### config.mk
export PLATFORM = sky130hd
export DESIGN_NAME = strip_sched
export DESIGN_NICKNAME = d
export VERILOG_FILES = /design/src/rtl/strip_sched.sv
export SDC_FILE = /design/constraint.sdc
export NUM_CORES = 1
export LEC_CHECK = 0
export ABC_AREA = 1
export BUFFER_PORTS_ARGS = -buffer_cell sky130_fd_sc_hd__buf_2
export CORE_MARGIN = 4
export CORE_UTILIZATION = 25
export DETAILED_ROUTE_END_ITERATION = 10
export MAX_ROUTING_LAYER = met4
export SYNTH_ARGS = -nofsm -noshare
export SYNTH_HDL_FRONTEND = slang
export SYNTH_SLANG_ARGS = --single-unit
### constraint.sdc
create_clock -name CLK -period 1.5 [get_ports CLK]
set_input_delay 0.3 -clock CLK [delete_from_list [all_inputs] [get_ports CLK]]
set_output_delay 0.3 -clock CLK [all_outputs]
set_load 0.005 [all_outputs]
### src/rtl/strip_sched.sv
// Symbol scheduler ahead of the 4-lane striper: frames packets with STP/END/EDB, pads to lane 3, idles, and inserts SKP ordered sets.
// Two register stages, so a byte accepted at edge n is on OUT_D after edge n+1. IN_READY is high only while packet data is being taken.
module strip_sched #(
  parameter int SKP_INTERVAL = 1180,
  parameter int SKP_LEN      = 3,
  parameter int MAX_PKT      = 1024
) (
  input  logic       CLK,
  input  logic       RESET_L,
  input  logic [7:0] IN_DATA,
  input  logic       IN_VALID,
  input  logic       IN_SOP,
  input  logic       IN_EOP,
  output logic       IN_READY,
  output logic [7:0] OUT_D,
  output logic       OUT_DK,
  output logic       OUT_VALID,
  output logic [1:0] LANE_IDX,
  output logic       SKP_ACT,
  output logic       ERR
);

  localparam logic [7:0] K_STP = 8'hFB;
  localparam logic [7:0] K_END = 8'hFD;
  localparam logic [7:0] K_EDB = 8'hFE;
  localparam logic [7:0] K_COM = 8'hBC;
  localparam logic [7:0] K_SKP = 8'h1C;
  localparam logic [7:0] K_IDL = 8'h7C;
  localparam logic [7:0] K_PAD = 8'hF7;

  localparam int TW = $clog2(SKP_INTERVAL);
  localparam int PW = $clog2(MAX_PKT + 1);
  localparam int CW = (PW > 5) ? PW : 5;
  localparam logic [TW-1:0] TMAX  = TW'(SKP_INTERVAL - 1);
  localparam logic [CW-1:0] PLAST = CW'(MAX_PKT - 1);
  localparam logic [CW-1:0] SLAST = CW'(4 * SKP_LEN - 1);

  typedef enum logic [2:0] {
    S_IDLE, S_STP, S_DATA, S_TERM, S_PAD, S_COM, S_SKP
  } state_t;

  state_t        state;
  logic [1:0]    gen_lane;
  logic [CW-1:0] cnt;
  logic [TW-1:0] timer;
  logic          skp_due;
  logic [7:0]    term_d;
  logic [7:0]    st_d;
  logic          st_k;
  logic [1:0]    st_lane;
  logic          st_skp;
  logic          st_err;

  // The st_* stage holds the symbol chosen this cycle; gen_lane is its lane,
  // so a decision made while gen_lane==3 places the next symbol on lane 0.
  always_ff @(posedge CLK or negedge RESET_L) begin
    if (!RESET_L) begin
      state     <= S_IDLE;
      gen_lane  <= 2'd1;
      cnt       <= '0;
      timer     <= '0;
      skp_due   <= 1'b0;
      term_d    <= K_END;
      st_d      <= K_IDL;
      st_k      <= 1'b1;
      st_lane   <= 2'd0;
      st_skp    <= 1'b0;
      st_err    <= 1'b0;
      IN_READY  <= 1'b0;
      OUT_D     <= 8'h00;
      OUT_DK    <= 1'b0;
      OUT_VALID <= 1'b0;
      LANE_IDX  <= 2'd0;
      SKP_ACT   <= 1'b0;
      ERR       <= 1'b0;
    end else begin
      OUT_D     <= st_d;
      OUT_DK    <= st_k;
      OUT_VALID <= 1'b1;
      LANE_IDX  <= st_lane;
      SKP_ACT   <= st_skp;
      ERR       <= st_err;

      st_lane  <= gen_lane;
      gen_lane <= gen_lane + 2'd1;
      st_k     <= 1'b1;
      st_skp   <= 1'b0;
      st_err   <= 1'b0;
      IN_READY <= 1'b0;

      timer <= (timer == TMAX) ? '0 : timer + TW'(1);
      if (timer == TMAX) skp_due <= 1'b1;

      case (state)
        S_IDLE: begin
          st_d <= K_IDL;
          if (gen_lane == 2'd3) begin
            if (skp_due) begin
              state   <= S_COM;
              timer   <= '0;
              skp_due <= 1'b0;
              cnt     <= '0;
            end else if (IN_VALID && IN_SOP) begin
              state <= S_STP;
            end
          end
        end
        S_STP: begin
          st_d     <= K_STP;
          cnt      <= '0;
          IN_READY <= 1'b1;
          state    <= S_DATA;
        end
        S_DATA: begin
          if (IN_VALID) begin
            st_d <= IN_DATA;
            st_k <= 1'b0;
            cnt  <= cnt + CW'(1);
            if (IN_EOP) begin
              term_d <= K_END;
              state  <= S_TERM;
            end else if (cnt == PLAST) begin
              term_d <= K_EDB;
              state  <= S_TERM;
            end else begin
              IN_READY <= 1'b1;
            end
          end else begin
            // Underrun: the missing byte's slot carries EDB directly.
            st_d   <= K_EDB;
            st_err <= 1'b1;
            state  <= (gen_lane == 2'd3) ? S_IDLE : S_PAD;
          end
        end
        S_TERM: begin
          st_d   <= term_d;
          st_err <= (term_d == K_EDB);
          state  <= (gen_lane == 2'd3) ? S_IDLE : S_PAD;
        end
        S_PAD: begin
          st_d <= K_PAD;
          if (gen_lane == 2'd3) state <= S_IDLE;
        end
        S_COM: begin
          st_d   <= K_COM;
          st_skp <= 1'b1;
          if (cnt == CW'(3)) begin
            cnt   <= '0;
            state <= S_SKP;
          end else begin
            cnt <= cnt + CW'(1);
          end
        end
        S_SKP: begin
          st_d   <= K_SKP;
          st_skp <= 1'b1;
          cnt    <= cnt + CW'(1);
          if (cnt == SLAST) state <= S_IDLE;
        end
        default: state <= S_IDLE;
      endcase
    end
  end

endmodule

==> impl_metrics.yaml, run 1 <==
place:
  place_inst: 486
  port_buffers: 27
  gp_congestion: 0.877
  hpwl_mm: 4.13
die:
  core_um2: 10500
  dieArea_um2: 12600
  io_pins: 28
  die_y_um: 112
  die_w_um: 112
  start_util: 0.260
  rows: 37
logic_synthesis:
  syn_nets: 330
  yosysTopAreaCell: "dfrtp_1"
  synth_seq_cells: 58
  synth_commonest_cells: "nand2_1 (78), dfrtp_1 (50), nor2_1 (31)"
  synth-edff-count: 0
  syn_area_um2: 2720
  synthCells: 313
  async_reset_ff_frac: 1.00
  yosysMostFrequentCell: "nand2_1"
  yosysSeqAreaShare: 0.537
  synth_area_leaders: "dfrtp_1 (46%), nand2_1 (11%), dfstp_2 (7.7%)"
  ys_warn_count: 0
  synthFlopType: "dfrtp_1"
  synth_area_per_cell_um2: 8.70
  yosysTopAreaCellShare: 0.460
  yosys.cell_types.count: 35
clocking:
  cts_buffers: 9
  insertion_delay_ns: 0.34
  cts_root_buf: "clkbuf_8"
  ctsHtreeMaxLevel: 3
  cts_tree: "yes"
  clockBufferDepth: 2
  clkSinkCount: 58
  clkTransAtPathRegs_ns: 0.07
route:
  drtPass1Iterations: 5
  vias: 2266
  wl_per_cell_um: 11.7
  initialDrtViolationCount: 182
  drcViolationCount: 0
  drtAntennaViolNets: 0
  viasPerCell: 4.44
  totalWireLength_mm: 5.96
setup_path:
  cpLargestDelayFamily: "simple AND/OR/NAND/NOR gates"
  endpoint_kind: "flip-flop"
  path_max_fanout: 8
  crit_path_top_delay_cell: "dfrtp_2"
  critical_path_class: "flip-flop to flip-flop"
  critPathLaunchType: "flip-flop"
  path_buf_inv: 3
  crit_top_cell: "nand2_4"
  cp_cell_sequence: "nor2_4 > nand2_2 > inv_2 > nand2_4 > nand2_4 > inv_4 > nor2_8 > buf_4 > mux2i_1"
  worst_ep_arrival_time_ns: 1.72
  cpPeakStageDelay_ns: 0.47
  critPathRequiredTime_ns: 1.73
power_and_ir_drop:
  power_mw: 3.21
  p_per_area_nw_per_um2: 921
  vdd_drop_max_mv: 0.428
  leakagePower_nw: 1.60
sta:
  rsz0062_at_grt: "yes"
  finalCritPeriodShare: 0.994
  skew_ns: 0.00878
  setup_viol: 0
  min_period_ns: 1.49
  slew_violations: 0
  fin_setup_tns_ns: 0
  hold_viol_final: 0
  fmax_ghz: 0.671
global_routing:
  top_usage_layer: "met2"
  grt_max_degree: 59
  grt_use_total: 0.0996
  grt_pass1_wl_mm: 9.88
  grt_pass1_vias: 2099
  grtUsageMet2: 0.146
  antenna_found_initial: 0
  groute.layer.met3.usage: 0.0388
  use_met1: 0.124
  overflow: 0
flow_run:
  drv_cap: 0
min_path:
  hold_class: "primary input to flip-flop"
layout:
  syn_to_final_growth_pct: 27.9
  stdcell_count: 510
  fin_nets: 386
  diodes: 0
  drive_above_1_share: 0.318
outcome:
  status: "complete, no violations"
area by class of cell:
| type | count | area (um2) |
|---|---|---|
| clock buffer | 11 | 141 |
| clock inverter | 5 | 30.0 |
| fill | 1097 | 6980 |
| inverter | 34 | 145 |
| multi-input combinational | 217 | 1200 |
| sequential | 58 | 1470 |
| tap | 136 | 170 |
| timing repair buffer | 48 | 320 |
| timing repair inverter | 1 | 8.76 |
final timing paths:
| path | startpoint | end | slack [ns] | depth (start not counted) |
|---|---|---|---|---|
| max reg2reg | state[1]$_DFFE_PN0P_ | cnt[0]$_DFFE_PN0P_ | 0.009 | 9 |
| min | IN_EOP | term_d[1]$_DFFE_PN0P_ | 0.17 | 2 |
| max in group asynchronous | RESET_L | term_d[0]$_DFFE_PN1P_ | 0.71 | 3 |
| min in group asynchronous | RESET_L | OUT_D[7]$_DFF_PN0_ | 0.49 | 3 |
| min reg2reg | st_lane[1]$_DFF_PN0_ | LANE_IDX[1]$_DFF_PN0_ | 0.35 | 0 |
| max | state[1]$_DFFE_PN0P_ | cnt[0]$_DFFE_PN0P_ | 0.009 | 9 |
report_power, final:
group / leakage (nW) / total, mW / internal [mW] / switching (mW)
Sequential: 0.716 / 1.69 / 1.64 / 0.0478
Clock: 0.0851 / 1.24 / 0.634 / 0.606
Combinational: 0.802 / 0.282 / 0.115 / 0.167
placed cells by master (no fill, tap or decap), types with 2 or more instances in the layout:
cell type and instances:
nand2_2 12, buf_4 18, inv_1 26, xnor2_1 2
dfrtp_1 47, nand2_1 69, inv_2 3, inv_4 4
o21ai_0 13, dfstp_2 8, nand2_4 3, a21oi_1 7
clkinvlp_4 2, nand3b_1 2, o21ai_2 3, nor2_4 5
nor3_2 3, nor2_1 28, xor2_1 5, o211ai_1 5
dfrtp_2 3, nor3b_1 2, clkbuf_8 10, nor3_1 7
buf_2 27, ha_2 3, buf_12 2, clkinv_2 3
nand4_1 7, nand3_1 22, nor2_2 5, o21ai_1 4
kinds of logic (layout without fill, tap and decap cells):
kind of cell / count (synthesis) / after routing / synth area share
XOR/XNOR: 7 / 7 / 0.0225
multiplexers: 1 / 1 / 0.00368
flip-flops: 58 / 58 / 0.537
other: 1 / 1 / 0.00138
adder cells (fa/ha/maj): 4 / 4 / 0.0184
AO/OA/AOI/OAI: 35 / 35 / 0.0726
buffers and inverters: 38 / 99 / 0.0593
AND/OR/NAND/NOR: 169 / 169 / 0.285
metrics by stage:
step | hold WS, ns | area, um2 | setup slack [ns] | utilization
after floorplan | 0.00441 | 2720 | 0.0468 | -
after global placement | 0.325 | 3130 | 0.0196 | 0.299
after detailed placement | 0.322 | 3130 | 0.00141 | 0.299
after CTS | 0.159 | 3310 | 0.00307 | 0.317
after global routing | 0.174 | 3480 | -0.0804 | 0.333
final | 0.171 | 3480 | 0.00919 | 0.333
sequential cells by signal, summed over array words and instances, names as in the netlist:
signal and flops:
OUT_D 8, cnt 11, state 3, ERR 1, skp_due 1, SKP_ACT 1, OUT_DK 1, st_skp 1
term_d 2, gen_lane 2, st_k 1, timer 11, st_d 8, LANE_IDX 2, st_lane 2, IN_READY 1
OUT_VALID 1, st_err 1
timing repair:
| action | 4_1_cts | 5_1_grt |
|---|---|---|
| pin swaps | 1 | 7 |
| resized for setup | 1 | 37 |
| hold endpoints to repair | 50 | 0 |
| setup buffers | 0 | 6 |
| setup endpoints to repair | 4 | 33 |
| hold buffers | 1 | 0 |
| cloned | 0 | 1 |
metal layers:
layer	up-vias	part of all wire
met4	0	0.022
met2	50	0.45
met1	1074	0.46
met3	14	0.062
li1	1128	-
met5	-	0
(Power assumes the default switching activity.)
==> inputs of run 2 (changes only) <==
--- a/config.mk
+++ b/config.mk
@@ -9,6 +9,7 @@
 export BUFFER_PORTS_ARGS = -buffer_cell sky130_fd_sc_hd__buf_2
 export CORE_MARGIN = 4
 export CORE_UTILIZATION = 25
+export CTS_BUF_LIST = sky130_fd_sc_hd__clkbuf_16
 export DETAILED_ROUTE_END_ITERATION = 10
 export MAX_ROUTING_LAYER = met4
 export SYNTH_ARGS = -nofsm -noshare
==> impl_metrics.yaml, run 2 (synthesis results as in run 1) <==
place:
  gp_congestion: 0.877
  hpwl_mm: 4.13
  place_inst: 486
  port_buffers: 27
route:
  vias: 2253
  drtAntennaViolNets: 0
  drcViolationCount: 0
  initialDrtViolationCount: 178
  wl_per_cell_um: 11.9
  viasPerCell: 4.40
  drtPass1Iterations: 4
  totalWireLength_mm: 6.12
layout:
  fin_nets: 388
  layout_commonest_cell: "nand2_1"
  syn_to_final_growth_pct: 33.9
  stdcell_count: 512
  fill_cells: 1077
  drive_above_1_share: 0.332
  reg_top3: "cnt: 11 flops, timer: 11 flops"
  diodes: 0
  final_cell_mix: "nand2_1 (69), dfrtp_1 (45), inv_1 (27), buf_2 (27), nor2_1 (25)"
sta:
  skew_ns: 0.00613
  rsz0062_at_grt: "yes"
  final.setup.worst_slack_ns: -0.0000516
  slew_violations: 0
  min_period_ns: 1.50
  setup_viol: 1
  hold_viol_final: 0
  fmax_ghz: 0.667
  holdWs_ns: 0.192
  finalCritPeriodShare: 1.00
setup_path:
  critical_path_class: "flip-flop to flip-flop"
  worst_ep_arrival_time_ns: 1.71
  critPathRequiredTime_ns: 1.71
  endpoint_kind: "flip-flop"
  critPathLaunchType: "flip-flop"
  path_max_fanout: 8
min_path:
  hold_class: "primary input to flip-flop"
die:
  core_um2: 10500
  start_util: 0.260
  die_y_um: 112
  io_pins: 28
  rows: 37
  dieArea_um2: 12600
  die_w_um: 112
flow_run:
  drv_cap: 0
clocking:
  clockBufferDepth: 2
  clkTransAtPathRegs_ns: 0.05
  clkSinkCount: 58
  cts_buffers: 9
  insertion_delay_ns: 0.32
  cts_tree: "yes"
  ctsHtreeMaxLevel: 3
  cts_root_buf: "clkbuf_16"
global_routing:
  grt_pass1_vias: 2161
  antenna_found_initial: 0
  grt_use_total: 0.102
  grt_pass1_wl_mm: 10.1
  overflow: 0
  grt_max_degree: 59
power_and_ir_drop:
  vdd_drop_max_mv: 0.523
  p_per_area_nw_per_um2: 1030
  leakagePower_nw: 1.66
  power_mw: 3.75
outcome:
  status: "finished, violations left"
  violations: "setup timing"
run 2: cell types whose count changed in the layout (fill, tap and decap cells not counted), sizes merged:
cell / previous run / this run
buf: 47 / 49
clkbuf: 11 / 9
clkinv: 3 / 4
inv: 35 / 36
run 2: layout make-up:
type                            instances  area (um2)  share of cell area
Inverter                               34         148              0.0405
Clock inverter                          7        37.5              0.0103
Timing Repair inverter                  1        8.76             0.00240
Multi-Input combinational cell        217        1250               0.343
Tap cell                              136         170              0.0467
Timing Repair Buffer                   50         339              0.0930
Sequential cell                        58        1470               0.403
Clock buffer                            9         225              0.0618
run 2: critical path, stage by stage (launching register included):
cell and delay, ns:
dfrtp_2 0.46, nor2_4 0.13, nand2_2 0.08, inv_2 0.09, nand2_4 0.06, nand2_4 0.08
inv_4 0.04, nor2_8 0.19, inv_8 0.09, nor2_4 0.11, nor2_1 0.05
run 2: power breakdown:
| part | total (mW) | internal [mW] | switching (mW) |
|---|---|---|---|
| registers | 1.70 | 1.64 | 0.0602 |
| logic | 0.300 | 0.127 | 0.173 |
| clock network | 1.75 | 1.09 | 0.656 |
| total | 3.75 | 2.86 | 0.890 |
run 2: metrics by stage:
step	worst slack, ns	util	cell area, um2	setup TNS (ns)
final	-0.0000516	0.348	3650	-0.0000516
after global routing	-0.123	0.348	3650	-0.746
after CTS	0.00855	0.325	3400	0
after detailed placement	0.00141	0.299	3130	0
after global placement	0.0196	0.299	3130	0
after floorplan	0.0468	-	2720	0
run 2: worst paths after layout:
path / slack, ns / to / cells past startpoint / start
setup / recovery: -0.00005 / cnt[9]$_DFFE_PN0P_ / 10 / state[1]$_DFFE_PN0P_
hold / removal: 0.19 / term_d[1]$_DFFE_PN0P_ / 2 / IN_EOP
setup reg to reg: -0.00005 / cnt[9]$_DFFE_PN0P_ / 10 / state[1]$_DFFE_PN0P_
hold reg to reg: 0.35 / LANE_IDX[1]$_DFF_PN0_ / 0 / st_lane[1]$_DFF_PN0_
max in group asynchronous: 0.69 / st_d[4]$_DFFE_PN1P_ / 3 / RESET_L
min in group asynchronous: 0.52 / OUT_VALID$_DFF_PN0_ / 3 / RESET_L
run 2: what timing repair did:
action,in CTS,in global routing
hold buffers,1,0
pin swaps,1,14
setup endpoints to repair,3,33
endpoints found under the hold margin,50,0
gates resized for setup,1,50
cloned,0,1
buffers inserted,0,8
run 2: metal layers:
layer  GRT usage  vias to the layer above  wire [um]
met2       0.154                       48       2880
met1       0.125                     1055       2810
li1            -                     1139          -
met5           -                        -          0
met3      0.0323                       11        304
met4      0.0449                        0        121
==> inputs of run 3 (changes only) <==
--- a/config.mk
+++ b/config.mk
@@ -12,6 +12,7 @@
 export CTS_BUF_LIST = sky130_fd_sc_hd__clkbuf_16
 export DETAILED_ROUTE_END_ITERATION = 10
 export MAX_ROUTING_LAYER = met4
+export SETUP_SLACK_MARGIN = 0.4
 export SYNTH_ARGS = -nofsm -noshare
 export SYNTH_HDL_FRONTEND = slang
 export SYNTH_SLANG_ARGS = --single-unit
==> impl_metrics.yaml, run 3 (synthesis results as in run 1) <==
die:
  io_pins: 28
  start_util: 0.260
  die_w_um: 112
  rows: 37
  die_y_um: 112
  core_um2: 10500
  dieArea_um2: 12600
sta:
  slew_violations: 0
  hold_viol_final: 0
  finalCritPeriodShare: 0.984
  rsz0062_at_grt: "yes"
  skew_ns: 0.00931
  setup_viol: 0
  fmax_ghz: 0.677
  min_period_ns: 1.48
global_routing:
  grt_pass1_wl_mm: 11.3
  overflow: 0
  grt_use_total: 0.115
  antenna_found_initial: 0
  grt_max_degree: 32
  grt_pass1_vias: 2410
layout:
  reg_top3: "cnt: 11 flops, timer: 11 flops"
  fin_nets: 419
  drive_above_1_share: 0.521
  utilization: 0.413
  final_cell_mix: "nand2_1 (50), dfrtp_1 (45), buf_4 (30)"
  stdcell_area_um2: 4320
  syn_to_final_growth_pct: 58.7
  layout_commonest_cell: "nand2_1"
  fill_cells: 982
  diodes: 0
setup_path:
  crit_path_top_delay_cell: "dfrtp_2"
  cpPeakStageDelay_ns: 0.45
  worst_ep_arrival_time_ns: 1.69
  critical_path_class: "flip-flop to flip-flop"
  critPathLaunchType: "flip-flop"
  path_max_fanout: 8
  cp_cell_sequence: "buf_4 > nand2_4 > nor2_2 > nand2_1 > nand2_4 > nor2_8 > inv_8 > nand2_1 > o21ai_1"
  critPathRequiredTime_ns: 1.71
  endpoint_kind: "flip-flop"
route:
  vias: 2451
  viasPerCell: 4.51
  drtAntennaViolNets: 0
  totalWireLength_mm: 7.46
  drtPass1Iterations: 4
  wl_per_cell_um: 13.7
  drcViolationCount: 0
  initialDrtViolationCount: 184
power_and_ir_drop:
  leakagePower_nw: 1.97
  p_per_area_nw_per_um2: 987
  vdd_drop_max_mv: 0.668
clocking:
  ctsHtreeMaxLevel: 3
  clkSinkCount: 58
  cts_root_buf: "clkbuf_16"
  clockBufferDepth: 2
  insertion_delay_ns: 0.33
  clkTransAtPathRegs_ns: 0.06
  cts_tree: "yes"
  cts_buffers: 9
place:
  port_buffers: 27
  gp_congestion: 0.884
  placed_cell_area_um2: 3170
  hpwl_mm: 4.36
flow_run:
  drv_cap: 0
outcome:
  status: "complete, no violations"
min_path:
  hold_class: "primary input to flip-flop"
## run 3: cell types whose count changed in the layout (fill, tap and decap cells not counted), moves of 6 or more
cell     delta
nor2_4      +7
buf_6      +19
nand2_1    -19
buf_4      +11
nand2_2    +13
nor2_1      -9
nand2_4     +6
o21ai_0    -10
## run 3: stage by stage
step           TNS [ns]  hold WS, ns  cells  total power [mW]  setup slack, ns
6_report              0        0.160    543              4.27           0.0238
5_1_grt          -0.274        0.159    543              4.41          -0.0322
4_1_cts               0        0.171    531              4.19           0.0873
3_5_place_dp          0        0.196    486              1.96           0.0309
3_3_place_gp          0        0.190    486              1.95           0.0565
2_1_floorplan         0      0.00441    313              1.84           0.0757
## run 3: worst paths after layout
path,from,end,slack (ns),cells after the start
max,state[1]$_DFFE_PN0P_,cnt[10]$_DFFE_PN0P_,0.02,9
min,IN_EOP,term_d[1]$_DFFE_PN0P_,0.16,2
max reg2reg,state[1]$_DFFE_PN0P_,cnt[10]$_DFFE_PN0P_,0.02,9
min reg2reg,st_lane[1]$_DFF_PN0_,LANE_IDX[1]$_DFF_PN0_,0.35,0
max in group asynchronous,RESET_L,term_d[0]$_DFFE_PN1P_,0.60,3
min in group asynchronous,RESET_L,timer[9]$_DFF_PN0_,0.38,2
## run 3: where the power goes
part / internal (mW) / total (mW) / leakage [nW] / switching [mW]
Sequential: 1.64 / 1.70 / 0.712 / 0.0610
Clock: 1.43 / 2.14 / 0.156 / 0.704
Combinational: 0.193 / 0.426 / 1.11 / 0.234
Total: 3.27 / 4.27 / 1.97 / 0.999
## run 3: layout make-up
cell class	instances	area (um2)	share of cell area
timing repair inverter	1	8.76	0.00203
multi-input combinational	217	1560	0.361
clock inverter	7	83.8	0.0194
inverter	34	155	0.0359
clock buffer	9	225	0.0521
timing repair buffer	81	651	0.151
sequential	58	1470	0.340
tap	136	170	0.0394
## run 3: what timing repair did
action,in CTS,in global routing
hold buffers,1,0
gates resized for setup,81,72
gates cloned,1,0
pin swaps,27,26
hold endpoints to repair,7,0
buffers inserted,27,12
setup endpoints to repair,52,54
## run 3: routing by layer
| layer | wire length [um] | share of wire | vias to the layer above | track usage |
|---|---|---|---|---|
| li1 | - | - | 1193 | - |
| met1 | 3140 | 0.42 | 1191 | 0.133 |
| met2 | 3890 | 0.52 | 49 | 0.185 |
| met3 | 309 | 0.041 | 18 | 0.0372 |
| met4 | 125 | 0.017 | 0 | 0.0489 |
| met5 | 0 | 0 | - | - |
## run 3: critical path: cells and delay by family, from the launching register on
kind / cells / cell delay, ns
AOI/OAI and AO/OA: 1 / 0.06
buffers and inverters: 2 / 0.23
DFF: 1 / 0.45
and+or+nand+nor: 6 / 0.63
